==> src/rtl/brain_pkg.sv <==
`default_nettype none
// ============================================================================
//  Module      : brain_pkg
//  Description : Shared types and sizing constants for the BRAIN array
//                sequencer (state encoding, chain geometry, counter width).
//  Revision    : 1.0 - initial release
// ============================================================================
package brain_pkg;

    localparam int N_NEURONS       = 25;
    localparam int BITS_PER_NEURON = 17;
    localparam int TOTAL_BITS      = N_NEURONS * BITS_PER_NEURON;
    localparam int BIT_CNT_W       = 9;

    typedef enum logic [2:0] {
        ST_IDLE  = 3'd0,
        ST_PRIME = 3'd1,
        ST_SHIFT = 3'd2,
        ST_RUN   = 3'd3,
        ST_CLEAR = 3'd4,
        ST_ERR   = 3'd5
    } state_t;

endpackage : brain_pkg
`default_nettype wire

==> src/rtl/decay_prescaler.sv <==
`default_nettype none
// ============================================================================
//  Module      : decay_prescaler
//  Description : 8-bit free-running prescaler for the decay clock bus. Line i
//                pulses for one cycle whenever the low i+1 count bits are all
//                ones. Count and bus are zero whenever advance is low.
//  Revision    : 1.0 - initial release
// ============================================================================
module decay_prescaler (
    input  logic       clk,
    input  logic       rst,
    input  logic       advance,
    output logic [7:0] dbus
);

    logic [7:0] r_p;
    logic [7:0] r_dbus;
    logic [7:0] w_p_inc;
    logic [7:0] w_dbus_next;

    assign w_p_inc = r_p + 8'd1;

    // Decode is taken from the incremented count so the bus register lines up
    // with the count register it describes.
    generate
        for (genvar gi = 0; gi < 8; gi++) begin : g_decode
            assign w_dbus_next[gi] = &w_p_inc[gi:0];
        end
    endgenerate

    // Count while advancing; otherwise hold count and bus at zero.
    always_ff @(posedge clk) begin
        if (rst || !advance) begin
            r_p    <= 8'd0;
            r_dbus <= 8'd0;
        end else begin
            r_p    <= w_p_inc;
            r_dbus <= w_dbus_next;
        end
    end

    assign dbus = r_dbus;

endmodule : decay_prescaler
`default_nettype wire

==> src/rtl/brain_sequencer.sv <==
`default_nettype none
// ============================================================================
//  Module      : brain_sequencer
//  Description : Streams a byte-wide configuration bitstream into the BRAIN
//                serial chain with no bubbles, then sequences the array's
//                reset / run phases and drives the decay clock bus.
//  Revision    : 1.0 - initial release
// ============================================================================
module brain_sequencer #(
    parameter int N_NEURONS       = brain_pkg::N_NEURONS,
    parameter int BITS_PER_NEURON = brain_pkg::BITS_PER_NEURON,
    parameter int CLEAR_CYCLES    = 2
) (
    input  logic       clk,
    input  logic       nn_reset,
    input  logic       cfg_start,
    input  logic [7:0] byte_data,
    input  logic       byte_valid,
    output logic       byte_ready,
    input  logic       nn_clear,
    output logic       conf_en,
    output logic       bs_in,
    output logic       brain_reset,
    output logic [7:0] dBus,
    output logic       busy,
    output logic       cfg_done,
    output logic       cfg_err
);

    import brain_pkg::*;

    localparam int                     c_total_bits = N_NEURONS * BITS_PER_NEURON;
    localparam logic [BIT_CNT_W-1:0]   c_last_bit   = BIT_CNT_W'(c_total_bits - 1);
    localparam logic [BIT_CNT_W-1:0]   c_bit_one    = BIT_CNT_W'(1);
    localparam int                     c_clr_w      = (CLEAR_CYCLES > 1) ? $clog2(CLEAR_CYCLES) : 1;
    localparam logic [c_clr_w-1:0]     c_clr_load   = c_clr_w'(CLEAR_CYCLES - 1);
    localparam logic [c_clr_w-1:0]     c_clr_one    = c_clr_w'(1);

    state_t                 r_state;
    state_t                 w_next_state;

    // Byte skid: r_shift holds the bits still to follow the one on bs_in,
    // r_shift_cnt says how many of them are valid; r_hold is the spare byte.
    logic [6:0]             r_shift;
    logic [2:0]             r_shift_cnt;
    logic [7:0]             r_hold;
    logic                   r_hold_full;
    logic                   w_hold_full_next;

    logic [BIT_CNT_W-1:0]   r_bit_cnt;
    logic [c_clr_w-1:0]     r_clr_cnt;

    logic                   r_byte_ready;
    logic                   r_conf_en;
    logic                   r_bs_in;
    logic                   r_brain_reset;
    logic                   r_busy;
    logic                   r_cfg_done;
    logic                   r_cfg_err;

    logic                   w_accept;
    logic                   w_last_bit;
    logic                   w_shift_empty;
    logic                   w_next_bs;
    logic                   w_run_advance;

    assign w_accept      = r_byte_ready & byte_valid;
    assign w_last_bit    = (r_bit_cnt == c_last_bit);
    assign w_shift_empty = (r_shift_cnt == 3'd0);

    // Next-state decision; cfg_start outranks nn_clear, underrun is fatal.
    always_comb begin
        w_next_state = r_state;
        case (r_state)
            ST_IDLE: begin
                if (cfg_start) w_next_state = ST_PRIME;
            end
            ST_PRIME: begin
                if (w_accept) w_next_state = ST_SHIFT;
            end
            ST_SHIFT: begin
                if (w_last_bit)                         w_next_state = ST_RUN;
                else if (w_shift_empty && !r_hold_full) w_next_state = ST_ERR;
            end
            ST_RUN: begin
                if (cfg_start)     w_next_state = ST_PRIME;
                else if (nn_clear) w_next_state = ST_CLEAR;
            end
            ST_CLEAR: begin
                if (cfg_start)                             w_next_state = ST_PRIME;
                else if (!nn_clear && r_clr_cnt == '0)     w_next_state = ST_RUN;
            end
            ST_ERR: begin
                if (cfg_start) w_next_state = ST_PRIME;
            end
            default: w_next_state = ST_IDLE;
        endcase
    end

    // Holding-register occupancy and the next serial bit to present.
    always_comb begin
        w_hold_full_next = 1'b0;
        w_next_bs        = 1'b0;
        if (r_state == ST_PRIME && w_accept) begin
            w_next_bs = byte_data[7];
        end else if (r_state == ST_SHIFT && w_next_state == ST_SHIFT) begin
            w_hold_full_next = r_hold_full;
            if (w_shift_empty) begin
                w_hold_full_next = 1'b0;
                w_next_bs        = r_hold[7];
            end else begin
                w_next_bs = r_shift[6];
            end
            if (w_accept) w_hold_full_next = 1'b1;
        end
    end

    // State, skid registers, bit counter and clear counter.
    always_ff @(posedge clk) begin
        if (nn_reset) begin
            r_state     <= ST_IDLE;
            r_shift     <= 7'd0;
            r_shift_cnt <= 3'd0;
            r_hold      <= 8'd0;
            r_hold_full <= 1'b0;
            r_bit_cnt   <= '0;
            r_clr_cnt   <= '0;
        end else begin
            r_state     <= w_next_state;
            r_hold_full <= w_hold_full_next;

            if (r_state == ST_SHIFT && w_accept) r_hold <= byte_data;

            if (w_next_state == ST_PRIME && r_state != ST_PRIME) begin
                r_bit_cnt <= '0;
            end else if (r_state == ST_SHIFT && w_next_state == ST_SHIFT) begin
                r_bit_cnt <= r_bit_cnt + c_bit_one;
            end

            if (r_state == ST_PRIME && w_accept) begin
                r_shift     <= byte_data[6:0];
                r_shift_cnt <= 3'd7;
            end else if (r_state == ST_SHIFT && w_next_state == ST_SHIFT) begin
                if (w_shift_empty) begin
                    r_shift     <= r_hold[6:0];
                    r_shift_cnt <= 3'd7;
                end else begin
                    r_shift     <= {r_shift[5:0], 1'b0};
                    r_shift_cnt <= r_shift_cnt - 3'd1;
                end
            end

            if (w_next_state == ST_CLEAR) begin
                if (r_state != ST_CLEAR || nn_clear) r_clr_cnt <= c_clr_load;
                else                                 r_clr_cnt <= r_clr_cnt - c_clr_one;
            end
        end
    end

    // All array-facing and status outputs are registered from the next state.
    always_ff @(posedge clk) begin
        if (nn_reset) begin
            r_byte_ready  <= 1'b0;
            r_conf_en     <= 1'b0;
            r_bs_in       <= 1'b0;
            r_brain_reset <= 1'b1;
            r_busy        <= 1'b0;
            r_cfg_done    <= 1'b0;
            r_cfg_err     <= 1'b0;
        end else begin
            r_byte_ready  <= (w_next_state == ST_PRIME) ||
                             (w_next_state == ST_SHIFT && !w_hold_full_next);
            r_conf_en     <= (w_next_state == ST_SHIFT);
            r_bs_in       <= w_next_bs;
            r_brain_reset <= (w_next_state == ST_IDLE)  || (w_next_state == ST_PRIME) ||
                             (w_next_state == ST_CLEAR) || (w_next_state == ST_ERR);
            r_busy        <= (w_next_state == ST_PRIME) || (w_next_state == ST_SHIFT);
            r_cfg_done    <= (w_next_state == ST_RUN)   || (w_next_state == ST_CLEAR);
            r_cfg_err     <= (w_next_state == ST_ERR);
        end
    end

    // The prescaler only advances across consecutive RUN cycles, so it restarts
    // from zero on every entry to RUN.
    assign w_run_advance = (r_state == ST_RUN) && (w_next_state == ST_RUN);

    decay_prescaler u_prescaler (
        .clk     (clk),
        .rst     (nn_reset),
        .advance (w_run_advance),
        .dbus    (dBus)
    );

    assign byte_ready  = r_byte_ready;
    assign conf_en     = r_conf_en;
    assign bs_in       = r_bs_in;
    assign brain_reset = r_brain_reset;
    assign busy        = r_busy;
    assign cfg_done    = r_cfg_done;
    assign cfg_err     = r_cfg_err;

endmodule : brain_sequencer
`default_nettype wire

==> config.mk <==
export PLATFORM = sky130hd
export DESIGN_NAME = brain_sequencer
export DESIGN_NICKNAME = d
export VERILOG_FILES = /design/src/rtl/brain_pkg.sv /design/src/rtl/decay_prescaler.sv /design/src/rtl/brain_sequencer.sv
export SDC_FILE = /design/constraint.sdc
export NUM_CORES = 1
export LEC_CHECK = 0
export ABC_AREA = 1
export BUFFER_PORTS_ARGS = -buffer_cell sky130_fd_sc_hd__buf_4
export CAP_MARGIN = 0
export CORE_AREA = 2 2 54 106
export DETAILED_ROUTE_END_ITERATION = 16
export DIE_AREA = 0 0 56 108
export GPL_ROUTABILITY_DRIVEN = 0
export PLACE_DENSITY = 0.7
export SKIP_CTS_REPAIR_TIMING = 1
export SLEW_MARGIN = 5
export SYNTH_ARGS = -nofsm -noshare
export SYNTH_HDL_FRONTEND = slang
export SYNTH_HIERARCHICAL = 1
export SYNTH_SLANG_ARGS = --single-unit
export TNS_END_PERCENT = 100
==> constraint.sdc <==
create_clock -name clk -period 2.2 [get_ports clk]
set_clock_uncertainty 0.1 [all_clocks]
set_input_delay 0.11 -clock clk [delete_from_list [all_inputs] [get_ports clk]]
set_output_delay 0.11 -clock clk [all_outputs]
set_load 0.005 [all_outputs]
# [Word level (Yosys, flattened, before mapping)]
# Cells that the tools add are included.
[totals] word_cells=91 output_inout_bits=15 inputBits=13 ff_bits=55
[op_classes] reduce_logical=33 n_addsub=4 bitwise=2 eq_ne=13 muxes=23
[ops] cell="3-bit two-way mux" n=11
[ops] cell="7-bit two-way mux" n=3
[ops] cell="3-bit one-hot mux with 5 select lines" n=1
[ops] cell="3-bit by 2-bit == test with 1-bit output (second input constant)" n=4
[ops] cell="3-bit == test (second input constant)" n=4
[ops] cell="9-bit by 1-bit adder with 9-bit output (second input constant)" n=1
[ops] cell="9-bit == test (second input constant)" n=1
[ops] cell="3-bit zero test" n=3
[ops] cell="8-bit by 1-bit adder with 8-bit output (second input constant)" n=1
[ops] cell="1-bit logical AND" n=8
[ops] cell="1-bit logical OR" n=8
[ops] cell="1-bit two-way mux" n=8
[ops] cell="8-bit AND reduction" n=1
[ops] cell="7-bit AND reduction" n=1
[ops] cell="3-bit by 1-bit == test with 1-bit output (second input constant)" n=2
[ops] cell="6-bit AND reduction" n=1
[ops] cell="5-bit AND reduction" n=1
[ops] cell="1-bit zero test" n=4
[ops] cell="4-bit AND reduction" n=1
[ops] cell="2-bit OR reduction" n=2
[ops] cell="3-bit by 1-bit inequality test with 1-bit output (second input constant)" n=1
[ops] cell="3-bit inequality test (second input constant)" n=1
[ops] cell="3-bit AND reduction" n=1
[ops] cell="3-bit by 1-bit subtractor with 3-bit output (second input constant)" n=1
[ops] cell="5 further kinds" n=5

# [Longest topological paths before layout]
# Gate-level depths: netlist (run 1).
[logic_depth] depth_word=12 mapped_depth=16

# [Modules after synthesis]
# Netlist (run 1), hierarchy kept.
[modules_own_cells] mod="brain_sequencer" instances=1 seq_area_each_um2=780.7 cells_each=310 area_per_inst_um2=2024.4
[modules_own_cells] mod="decay_prescaler" instances=1 seq_area_each_um2=300.3 cells_each=78 area_per_inst_um2=595.6

# [Least setup slack after synthesis (run 1)]
# No wires, ideal clock.
[synth_path] path_kind="register to register" from="reg r_shift_cnt[0]" to="reg u_prescaler.r_dbus[2], in the netlist u_prescaler/dbus[2]" period_less_slack_ps=2094 arrival_ps=1916 setup_ps=78 stages_incl_launch_ff=16 slack_ps=106 t_required_ps=2022 path_cell_list="dfxtp_1 -> inv_1 -> ha_1 -> nand2_1 -> nor2_1 -> nor2_1 -> nor2_1 -> nand3_2 -> buf_2 -> o21ai_0 -> nor2_1 -> inv_1 -> nor2_1 -> inv_1 -> clkbuf_1 -> nor3_1"
[synth_via] elab_chain_len=9
[synth_rtl] item="start, declared" line_no="brain_sequencer.sv:45" rtl="logic [2:0] r_shift_cnt;"
[synth_rtl] item="start signal, assigned" line_no="brain_sequencer.sv:149" rtl="r_shift_cnt <= r_shift_cnt - 3'd1;"
[synth_rtl] item="3-bit zero test" line_no="brain_sequencer.sv:69" rtl="assign w_shift_empty = (r_shift_cnt == 3'd0);"
[synth_rtl] item="1-bit logical AND" line_no="brain_sequencer.sv:83" rtl="else if (w_shift_empty && !r_hold_full) w_next_state = ST_ERR;"
[synth_rtl] item="3-bit two-way mux" line_no="brain_sequencer.sv:83"
[synth_rtl] item="3-bit two-way mux" line_no="brain_sequencer.sv:82" rtl="if (w_last_bit) w_next_state = ST_RUN;"
[synth_rtl] item="3-bit one-hot mux with 5 select lines" line_no="brain_sequencer.sv:74" rtl="case (r_state)"
[synth_rtl] item="3-bit by 2-bit == test with 1-bit output" line_no="brain_sequencer.sv:185" rtl="assign w_run_advance = (r_state == ST_RUN) && (w_next_state == ST_RUN);"
[synth_rtl] item="1-bit logical AND" line_no="brain_sequencer.sv:185"
[synth_rtl] item="net w_run_advance" line_no="brain_sequencer.sv:65" rtl="logic w_run_advance;"
[synth_rtl] item="1-bit zero test" line_no="decay_prescaler.sv:33" rtl="if (rst || !advance) begin"
[synth_rtl] item="1-bit logical OR" line_no="decay_prescaler.sv:33"
[synth_rtl] item="end signal, assigned" line_no="decay_prescaler.sv:38" rtl="r_dbus <= w_dbus_next;"
[synth_rtl] item="end, declared" line_no="decay_prescaler.sv:17" rtl="logic [7:0] r_dbus;"
# The timed path passes the listed nets, and every way through them passes these cells.
# A chain may end at the register's enable or synchronous reset.

# [Final worst setup path (run 1)]
[layout_path] from="reg r_bit_cnt[0]" to="reg r_byte_ready, in the netlist byte_ready"
[layout_via] elab_chain_len=10 elab_cells_between_ends=11
[layout_rtl] item="start, declared" line_no="brain_sequencer.sv:50" rtl="logic [BIT_CNT_W-1:0] r_bit_cnt;"
[layout_rtl] item="start signal, assigned" line_no="brain_sequencer.sv:137" rtl="r_bit_cnt <= r_bit_cnt + c_bit_one;"
[layout_rtl] item="9-bit == test *" line_no="brain_sequencer.sv:68" rtl="assign w_last_bit = (r_bit_cnt == c_last_bit);"
[layout_rtl] item="3-bit two-way mux *" line_no="brain_sequencer.sv:82"
[layout_rtl] item="3-bit one-hot mux with 5 select lines *" line_no="brain_sequencer.sv:74"
[layout_rtl] item="3-bit by 2-bit == test with 1-bit output" line_no="brain_sequencer.sv:106, brain_sequencer.sv:172"
[layout_rtl] item="1-bit logical AND" line_no="brain_sequencer.sv:106" rtl="end else if (r_state == ST_SHIFT && w_next_state == ST_SHIFT) begin"
[layout_rtl] item="1-bit two-way mux" line_no="brain_sequencer.sv:106"
[layout_rtl] item="1-bit two-way mux" line_no="brain_sequencer.sv:104" rtl="if (r_state == ST_PRIME && w_accept) begin"
[layout_rtl] item="1-bit zero test" line_no="brain_sequencer.sv:172" rtl="(w_next_state == ST_SHIFT && !w_hold_full_next);"
[layout_rtl] item="1-bit logical AND" line_no="brain_sequencer.sv:172"
[layout_rtl] item="1-bit logical OR *" line_no="brain_sequencer.sv:171" rtl="r_byte_ready <= (w_next_state == ST_PRIME) ||"
[layout_rtl] item="end signal, assigned" line_no="brain_sequencer.sv:171"
[layout_rtl] item="end, declared" line_no="brain_sequencer.sv:53" rtl="logic r_byte_ready;"
# Every way passes the cells marked *; elsewhere a longest branch is shown, timed or not.

==> results.py, run 1 <==
metrics = {
    "finish": {
        "antenna_cells": 0,
        "nets": 451,
        "mostFrequentLayoutCells": "nand2_1, nor2_1, dfxtp_1",
        "drive_gt1_share_pct": 16.2,
        "syn_to_final_growth_pct": 19.6,
        "layout_commonest_cell": "nand2_1",
        "fillers": 509,
        "fin_cells": 491,
    },
    "route": {
        "vias": 2467,
        "avgViaCountPerCell": 5.02,
        "drt-total-wl_mm": 5.72,
        "post_drt_wl_per_cell_um": 11.7,
        "drt-initial-drc-count": 60,
        "drcViolationCount": 0,
        "drtPass1Iterations": 4,
        "ant_nets": 0,
    },
    "sta": {
        "slew_violations": 0,
        "maxSlewHeadroom_pct": 74.9,
        "final.min_clock_period_ps": 1980,
        "finalCritPeriodShare_pct": 90.2,
        "fmax_mhz": 504,
        "setup_viol": 0,
        "worst_slew_pin_slew_ps": 377,
        "tns_ps": 0,
        "worst_slack_ps": 215,
        "holdWs_ps": 25.8,
        "hold_viol": 0,
    },
    "setup_path": {
        "critPathTopFamily": "simple AND/OR/NAND/NOR gates",
        "r2r_end": "byte_ready",
        "rr_worst_depth": 10,
        "crit_end": "byte_ready",
        "crit_buf_inv": 1,
        "cp_slowest_cell": "dfxtp_1",
        "crit_path_end_kind": "flip-flop",
        "path_cells": "inv_1 > ha_1 > nand2_1 > nor2_1 > nand3_2 > nand3_2 > nor2_4 > nand3_2 > a21oi_1 > nor2_1",
        "crit_required_ps": 2300,
        "start_kind": "flip-flop",
        "worst-path-stages": 10,
        "worstPathArrival_ps": 2090,
        "crit_type": "reg2reg",
        "cp_common_cell": "nand3_2",
        "max_stage_delay_ps": 400,
        "startpoint": "r_bit_cnt[0]",
        "worstReg2RegStart": "r_bit_cnt[0]",
        "path_max_fanout": 12,
        "r2r_slack_ps": 220,
    },
    "clock_network": {
        "root_buffer": "clkbuf_8",
        "clk_pin_slew_ps": 100,
        "cts_max_level": 2,
        "worstSkewPairLatency_ps": 300,
        "clk_path_buf_depth": 2,
        "numCtsBuffers": 5,
        "clock-sinks": 54,
        "cts_tree": "built",
    },
    "outcome": {
        "status": "finished clean",
    },
    "job": {
        "max_cap_violations": 0,
    },
    "power_and_ir_drop": {
        "design_power_total_mw": 1.91,
        "p_comb_share_pct": 13.1,
        "p_seq_share_pct": 52.6,
        "ir_drop_v": 0.000659,
        "p_sw_share_pct": 25.0,
        "power.internal_mw": 1.43,
        "leakagePower_nw": 1.36,
        "p_switching_mw": 0.478,
        "clkPwrFrac_pct": 34.4,
        "power.density_nw_per_um2": 610,
    },
    "floorplanning": {
        "fp.dieArea_um2": 6050,
        "chipWidth_um": 56,
        "placementRows": 37,
        "die_y_um": 108,
        "initial_utilization_pct": 50.5,
        "core-area_um2": 5180,
        "top_level_ports": 28,
    },
    "placed_design": {
        "dp_slack_ps": 111,
        "io_buffers": 27,
        "hpwl_mm": 4.07,
        "placed_cells": 470,
    },
    "global_route": {
        "antenna_found_initial": 0,
        "grt_pass1_wl_mm": 9.65,
        "grt.overflow.total": 0,
        "grt_pass1_vias": 2318,
        "grtUsageTotal_pct": 19.9,
        "grt_max_degree": 21,
    },
    "yosys": {
        "syn_inst": 388,
        "yosysSeqAreaShare_pct": 41.3,
        "synth_area_um2": 2620,
        "syn_avg_cell_area_um2": 6.75,
        "ys_warn_count": 6,
        "yosysUniqueCellTypes": 26,
        "synth_nets": 407,
        "synth_seq_cells": 54,
    },
    "hold_path": {
        "hp-class": "in2reg",
    },
}
routing by layer:
layer | up-vias | track usage (%) | wire length (µm)
li1 | 1291 | - | -
met3 | 11 | 3.11 | 172
met5 | - | 0 | 0
met1 | 1112 | 20.6 | 2340
met2 | 53 | 37.2 | 3050
met4 | 0 | 10.7 | 165
flip-flops by register name, summed over array words and instances (netlist names):
| register | count |
|---|---|
| cfg_done | 1 |
| brain_reset | 1 |
| u_prescaler/dbus | 7 |
| r_clr_cnt | 1 |
| r_shift | 7 |
| r_bit_cnt | 9 |
| busy | 1 |
| u_prescaler/r_p | 8 |
| r_state | 3 |
| conf_en | 1 |
| r_hold | 8 |
| bs_in | 1 |
| r_hold_full | 1 |
| cfg_err | 1 |
| byte_ready | 1 |
| r_shift_cnt | 3 |
cells in the mapped netlist:
| library cell | n | share of area (%) |
|---|---|---|
| o21ai_0 | 12 | 2.3 |
| nor4_1 | 1 | 0.24 |
| buf_6 | 1 | 0.43 |
| xnor2_1 | 3 | 1.0 |
| nor2_4 | 2 | 0.86 |
| buf_4 | 3 | 0.86 |
| dfxtp_1 | 54 | 41 |
| nand3_2 | 4 | 1.5 |
| a21oi_1 | 19 | 3.6 |
| ha_1 | 6 | 2.9 |
| nand3_1 | 16 | 3.1 |
| o21ai_1 | 1 | 0.19 |
| nand4_1 | 12 | 2.9 |
| inv_1 | 39 | 5.6 |
| nor2_2 | 4 | 0.95 |
| buf_2 | 3 | 0.57 |
| nand2_1 | 123 | 18 |
| nor2_1 | 59 | 8.5 |
| a211oi_2 | 1 | 0.48 |
| nor3_1 | 5 | 0.95 |
| o22ai_1 | 1 | 0.24 |
| xor2_1 | 5 | 1.7 |
| inv_2 | 3 | 0.43 |
| nand2_2 | 4 | 0.95 |
| clkinv_1 | 2 | 0.29 |
| clkbuf_1 | 5 | 0.72 |
power by group through the flow:
| stage | Combinational (mW) | Sequential (mW) | Clock [mW] |
|---|---|---|---|
| 4_1_cts | 0.218 | 1.01 | 0.681 |
| 5_1_grt | 0.278 | 1.01 | 0.716 |
| 6_report | 0.250 | 1.01 | 0.658 |
| 3_3_place_gp | 0.217 | 1.03 | 0 |
| 2_1_floorplan | 0.138 | 1.03 | 0 |
| 3_5_place_dp | 0.218 | 1.03 | 0 |
through the flow:
step           instance area, µm²  util [%]
2_1_floorplan                2620         -
3_3_place_gp                 2900      55.8
3_5_place_dp                 2900      55.8
4_1_cts                      3010      58.0
5_1_grt                      3130      60.4
6_report                     3130      60.4
tightest hold or removal path, stage by stage:
cell	delay, ps
buf_4	90
o21ai_0	80
a21oi_1	110
kinds of logic (layout without fill, tap and decap cells):
family | after synthesis | count (layout) | share of synthesized area (%)
xor+xnor | 8 | 8 | 2.67
buf+inv | 56 | 101 | 8.88
simple gates | 230 | 230 | 37.5
flops | 54 | 54 | 41.3
fa+ha+maj | 6 | 6 | 2.87
compound gates | 34 | 34 | 6.83
cell type report:
class	count	area, µm²	share of cell area, %
multi-input cells	278	1320	42.1
flip-flops and latches	54	1080	34.5
repair buffers	49	385	12.3
inverters	44	165	5.27
clock buffers	6	72.6	2.32
well taps	58	72.6	2.32
clock inverters	2	37.5	1.20
worst min path at each step:
| stage | cells past startpoint | startpoint | to | slack, ps |
|---|---|---|---|---|
| after floorplan | 2 | byte_data[0] | r_hold[0] | 140 |
| after global placement | 3 | byte_data[3] | r_hold[3] | 240 |
| after detailed placement | 3 | byte_data[0] | r_hold[0] | 250 |
| after CTS | 3 | byte_data[4] | r_hold[4] | -70 |
| after global routing | 3 | byte_data[6] | r_hold[6] | 20 |
| final | 3 | byte_data[6] | r_hold[6] | 30 |
No activity file was read; power rests on OpenSTA's default activity.
==> run 2, diff against run 1 <==
Settings changed: CORE_AREA 2 2 54 106 to 2 2 53 104, DIE_AREA 0 0 56 108 to 0 0 55 106, PLACE_DENSITY 0.7 to 0.71, SYNTH_HIERARCHICAL 1 to default.
==> results.py, run 2 <==
metrics = {
    "floorplanning": {
        "placementRows": 37,
        "chipWidth_um": 55,
        "core-area_um2": 5090,
        "fp.dieArea_um2": 5830,
        "top_level_ports": 28,
        "die_y_um": 106,
        "initial_utilization_pct": 49.9,
    },
    "route": {
        "post_drt_wl_per_cell_um": 13.1,
        "drt-initial-drc-count": 38,
        "vias": 2279,
        "drcViolationCount": 0,
        "avgViaCountPerCell": 5.20,
        "ant_nets": 0,
        "drtPass1Iterations": 4,
        "drt-total-wl_mm": 5.73,
    },
    "yosys": {
        "synth_top_area_share_pct": 42.5,
        "yosysUniqueCellTypes": 31,
        "yosysSeqAreaShare_pct": 42.5,
        "synth_seq_cells": 54,
        "synth.most_common_cell": "nand2_1",
        "synth_common_cells": "nand2_1, dfxtp_1, nor2_1",
        "synth_flop_cell": "dfxtp_1",
        "synth_largest_area_cell": "dfxtp_1",
        "syn_inst": 339,
        "synthArstFlopShare_pct": 0,
        "synth_area_um2": 2540,
        "synth_nets": 358,
        "synth_edf_count": 0,
        "syn_avg_cell_area_um2": 7.50,
        "synth_area_leaders": "dfxtp_1, nand2_1, nor2_1, a21oi_1, inv_1",
        "ys_warn_count": 0,
    },
    "clock_network": {
        "worstSkewPairLatency_ps": 320,
        "cts_max_level": 2,
        "clk_pin_slew_ps": 90,
        "root_buffer": "clkbuf_8",
        "clk_path_buf_depth": 2,
        "numCtsBuffers": 5,
        "cts_tree": "built",
        "clock-sinks": 54,
    },
    "finish": {
        "mostFrequentLayoutCells": "nand2_1, dfxtp_1, nor2_1",
        "nets": 398,
        "layout_commonest_cell": "nand2_1",
        "antenna_cells": 0,
        "syn_to_final_growth_pct": 19.7,
        "largest_register_ffs": 9,
        "regMostFlops": "r_bit_cnt",
        "drive_gt1_share_pct": 17.1,
        "final_util_pct": 59.8,
    },
    "setup_path": {
        "crit_required_ps": 2320,
        "worstPathArrival_ps": 2120,
        "path_max_fanout": 11,
        "crit_type": "reg2reg",
        "worstReg2RegStart": "r_bit_cnt[0]",
        "r2r_end": "byte_ready",
        "startpoint": "r_bit_cnt[0]",
        "rr_worst_depth": 10,
        "crit_end": "byte_ready",
        "crit_path_end_kind": "flip-flop",
        "r2r_slack_ps": 200,
        "start_kind": "flip-flop",
    },
    "placed_design": {
        "dp_slack_ps": 175,
        "io_buffers": 27,
        "hpwl_mm": 4.36,
    },
    "sta": {
        "holdWs_ps": 6.59,
        "worst_slack_ps": 198,
        "hold_viol": 0,
        "finalCritPeriodShare_pct": 91.0,
        "rsz0062_at_grt": "false",
        "tns_ps": 0,
        "worst_slew_pin_slew_ps": 356,
        "slew_violations": 0,
        "fmax_mhz": 500,
        "final.min_clock_period_ps": 2000,
        "maxSlewHeadroom_pct": 76.3,
        "setup_viol": 0,
    },
    "outcome": {
        "status": "finished clean",
    },
    "power_and_ir_drop": {
        "design_power_total_mw": 2.09,
        "leakagePower_nw": 1.27,
        "power.density_nw_per_um2": 685,
        "ir_drop_v": 0.000529,
    },
    "hold_path": {
        "hold_path.startpoint": "nn_reset",
        "hp-class": "in2reg",
        "whs_path_depth": 2,
    },
    "global_route": {
        "grt_pass1_vias": 2235,
        "antenna_found_initial": 0,
        "grt_max_degree": 21,
        "grt.overflow.total": 0,
        "grtUsageTotal_pct": 22.0,
        "grt_pass1_wl_mm": 9.41,
    },
    "job": {
        "max_cap_violations": 0,
    },
}
run 2: worst min-delay path by stage:
stage / end / slack, ps
finish: r_shift[5] / 7
global route: r_clr_cnt / 30
CTS: r_hold[2] / -90
detailed placement: r_hold[3] / 250
global placement: r_hold[2] / 250
floorplan: r_hold[0] / 140
run 2: where the power goes:
part	leakage, nW	internal, mW	switching, mW
registers	0.436	0.995	0.0175
clock network	0.0714	0.485	0.331
logic	0.758	0.103	0.154
total	1.27	1.58	0.503
run 2: logic make-up (layout without fill, tap and decap cells):
| group | Yosys count | in the layout | share of synthesized area (%) |
|---|---|---|---|
| AO/OA/AOI/OAI | 45 | 45 | 9.69 |
| XOR/XNOR | 14 | 14 | 4.82 |
| adder cells (fa/ha/maj) | 6 | 6 | 2.95 |
| buffers and inverters | 47 | 88 | 8.32 |
| flip-flops | 54 | 54 | 42.5 |
| AND/OR/NAND/NOR | 173 | 173 | 31.7 |
run 2: area by class of cell:
class,instances,area [µm²]
Tap cell,58,72.6
Inverter,34,128
Fill cell,489,2050
Timing Repair Buffer,46,365
Sequential cell,54,1080
Clock inverter,2,60.1
Clock buffer,6,82.6
Multi-Input combinational cell,238,1250
run 2: stage by stage:
step,cell area (µm²),cells
after floorplan,2540,339
after global placement,2820,422
after detailed placement,2820,422
after CTS,2960,430
after global routing,3040,438
final,3040,438
run 2: worst max-delay path: stages (launching register included):
cell	delay [ps]
dfxtp_1	390
inv_1	70
ha_1	200
nand2_1	80
nor3_2	50
nand3_2	110
clkinv_1	110
nor2_4	260
nand3_2	260
o21ai_1	190
nand2_1	60
run 2: per-layer routing:
metal / part of all wire (%) / vias to the layer above / global-route usage, %
met5: 0 / - / 0
met2: 60 / 31 / 44.2
met1: 36 / 1069 / 18.4
met3: 2.4 / 6 / 4.63
met4: 1.8 / 0 / 8.36
li1: - / 1173 / -
==> run 3, diff against run 2 <==
Settings changed: CORE_AREA 2 2 53 104 to 2 2 50 99, DIE_AREA 0 0 55 106 to 0 0 52 101, PLACE_DENSITY 0.71 to 0.75.
Clock period 2.2 ns to 1.86 ns, I/O delays scaled along.
==> results.py, run 3 (synthesized netlist as in run 2, its figures left out) <==
metrics = {
    "route": {
        "avgViaCountPerCell": 5.32,
        "vias": 2396,
        "drcViolationCount": 0,
        "drt-total-wl_mm": 6.13,
        "drtPass1Iterations": 4,
        "ant_nets": 0,
        "drt-initial-drc-count": 57,
        "post_drt_wl_per_cell_um": 13.6,
    },
    "sta": {
        "rsz0062_at_grt": "true",
        "final.min_clock_period_ps": 1940,
        "fmax_mhz": 516,
        "hold_viol": 0,
        "finalCritPeriodShare_pct": 104,
        "tns_ps": -600,
        "worst_slack_ps": -79.2,
        "slew_violations": 0,
        "setup_viol": 17,
        "worst_slew_pin_slew_ps": 405,
        "maxSlewHeadroom_pct": 73.0,
    },
    "clock_network": {
        "clk_path_buf_depth": 2,
        "root_buffer": "clkbuf_8",
        "numCtsBuffers": 5,
        "cts_max_level": 2,
        "clock-sinks": 54,
        "worstSkewPairLatency_ps": 310,
        "clk_pin_slew_ps": 90,
        "cts_tree": "built",
    },
    "power_and_ir_drop": {
        "p_switching_mw": 0.608,
        "ir_drop_v": 0.000834,
        "leakagePower_nw": 1.39,
        "p_seq_share_pct": 50.5,
        "p_sw_share_pct": 25.6,
        "clkPwrFrac_pct": 33.6,
        "power.internal_mw": 1.76,
        "power.density_nw_per_um2": 720,
        "p_comb_share_pct": 15.9,
    },
    "finish": {
        "fillers": 338,
        "layout_commonest_cell": "nand2_1",
        "fin_area_um2": 3300,
        "drive_gt1_share_pct": 27.1,
        "mostFrequentLayoutCells": "nand2_1, nor2_1, buf_4",
        "largest_register_ffs": 9,
        "final_util_pct": 73.1,
        "syn_to_final_growth_pct": 29.7,
        "antenna_cells": 0,
        "nets": 414,
        "regMostFlops": "r_bit_cnt",
        "fin_cells": 450,
    },
    "floorplanning": {
        "core-area_um2": 4510,
        "fp.dieArea_um2": 5250,
        "chipWidth_um": 52,
        "top_level_ports": 28,
        "initial_utilization_pct": 56.4,
        "placementRows": 35,
        "die_y_um": 101,
    },
    "hold_path": {
        "hp-class": "in2reg",
    },
    "global_route": {
        "grtUsageTotal_pct": 21.9,
        "grt.overflow.total": 0,
        "grt_pass1_wl_mm": 8.99,
        "grt_pass1_vias": 2147,
        "antenna_found_initial": 0,
        "grt_max_degree": 21,
    },
    "setup_path": {
        "cp_slowest_cell": "dfxtp_2",
        "crit_required_ps": 1950,
        "worstPathArrival_ps": 2030,
        "crit_buf_inv": 2,
        "max_stage_delay_ps": 340,
        "critPathTopFamily": "simple AND/OR/NAND/NOR gates",
        "crit_path_end_kind": "flip-flop",
        "crit_type": "reg2reg",
        "start_kind": "flip-flop",
        "path_max_fanout": 5,
        "path_cells": "inv_2 > ha_1 > nand2_1 > nor3_2 > nand3_2 > nand3_4 > nand3_4 > clkbuf_16 > nand2_1 > a21oi_2",
    },
    "placed_design": {
        "io_buffers": 27,
        "placed_cells": 426,
        "dp_slack_ps": 24.4,
        "place_area_um2": 2880,
        "hpwl_mm": 3.82,
    },
    "outcome": {
        "violations": "negative setup slack",
        "status": "finished, violations left",
    },
    "job": {
        "max_cap_violations": 0,
    },
}
## run 3: cell types whose count changed in the layout (fill, tap and decap cells not counted), sizes merged
| cell | previous run | this run |
|---|---|---|
| bufinv | 2 | 1 |
| buf | 38 | 52 |
| nand2 | 72 | 73 |
| clkinv | 1 | 0 |
| inv | 33 | 34 |
| clkbuf | 6 | 7 |
## run 3: worst paths after layout
| kind | startpoint | end | slack [ps] | cells after the start |
|---|---|---|---|---|
| setup / recovery | r_bit_cnt[1] | r_bit_cnt[8] | -80 | 10 |
| hold reg to reg | u_prescaler.dbus[0] | u_prescaler.dbus[0] | 350 | 1 |
| hold / removal | nn_reset | r_shift[1] | 6 | 2 |
| setup reg to reg | r_bit_cnt[1] | r_bit_cnt[8] | -80 | 10 |
## run 3: cell type report
type | instances | area [µm²] | area share, %
Clock buffer | 6 | 82.6 | 2.50
Timing Repair Buffer | 61 | 527 | 16.0
Inverter | 34 | 130 | 3.95
Sequential cell | 54 | 1100 | 33.2
Clock inverter | 1 | 30.0 | 0.911
Tap cell | 55 | 68.8 | 2.09
Multi-Input combinational cell | 239 | 1360 | 41.3
## run 3: worst register-to-register path: cells and delay by family, from the launching register on
| kind | cells | cell delay (ps) |
|---|---|---|
| compound gates | 1 | 50 |
| fa+ha+maj | 1 | 140 |
| simple gates | 6 | 940 |
| flops | 1 | 340 |
| buf+inv | 2 | 260 |
## run 3: per-layer routing
layer | up-vias | GRT usage, % | wire length (µm)
met5 | - | 0 | 0
met3 | 11 | 3.41 | 223
met2 | 60 | 35.7 | 3180
li1 | 1201 | - | -
met1 | 1124 | 28.2 | 2560
met4 | 0 | 8.70 | 166
## run 3: per-stage QoR
step / hold slack, ps / power, mW
4_1_cts: -83.0 / 2.29
3_5_place_dp: 235 / 1.52
3_3_place_gp: 224 / 1.51
5_1_grt: 11.6 / 2.44
2_1_floorplan: 128 / 1.41
6_report: 6.04 / 2.37
## run 3: power by group through the flow
stage / registers, mW / logic [mW] / clock network [mW]
after floorplan: 1.21 / 0.199 / 0
after global placement: 1.22 / 0.289 / 0
after detailed placement: 1.22 / 0.294 / 0
after CTS: 1.20 / 0.296 / 0.799
after global routing: 1.20 / 0.408 / 0.834
final: 1.20 / 0.377 / 0.797
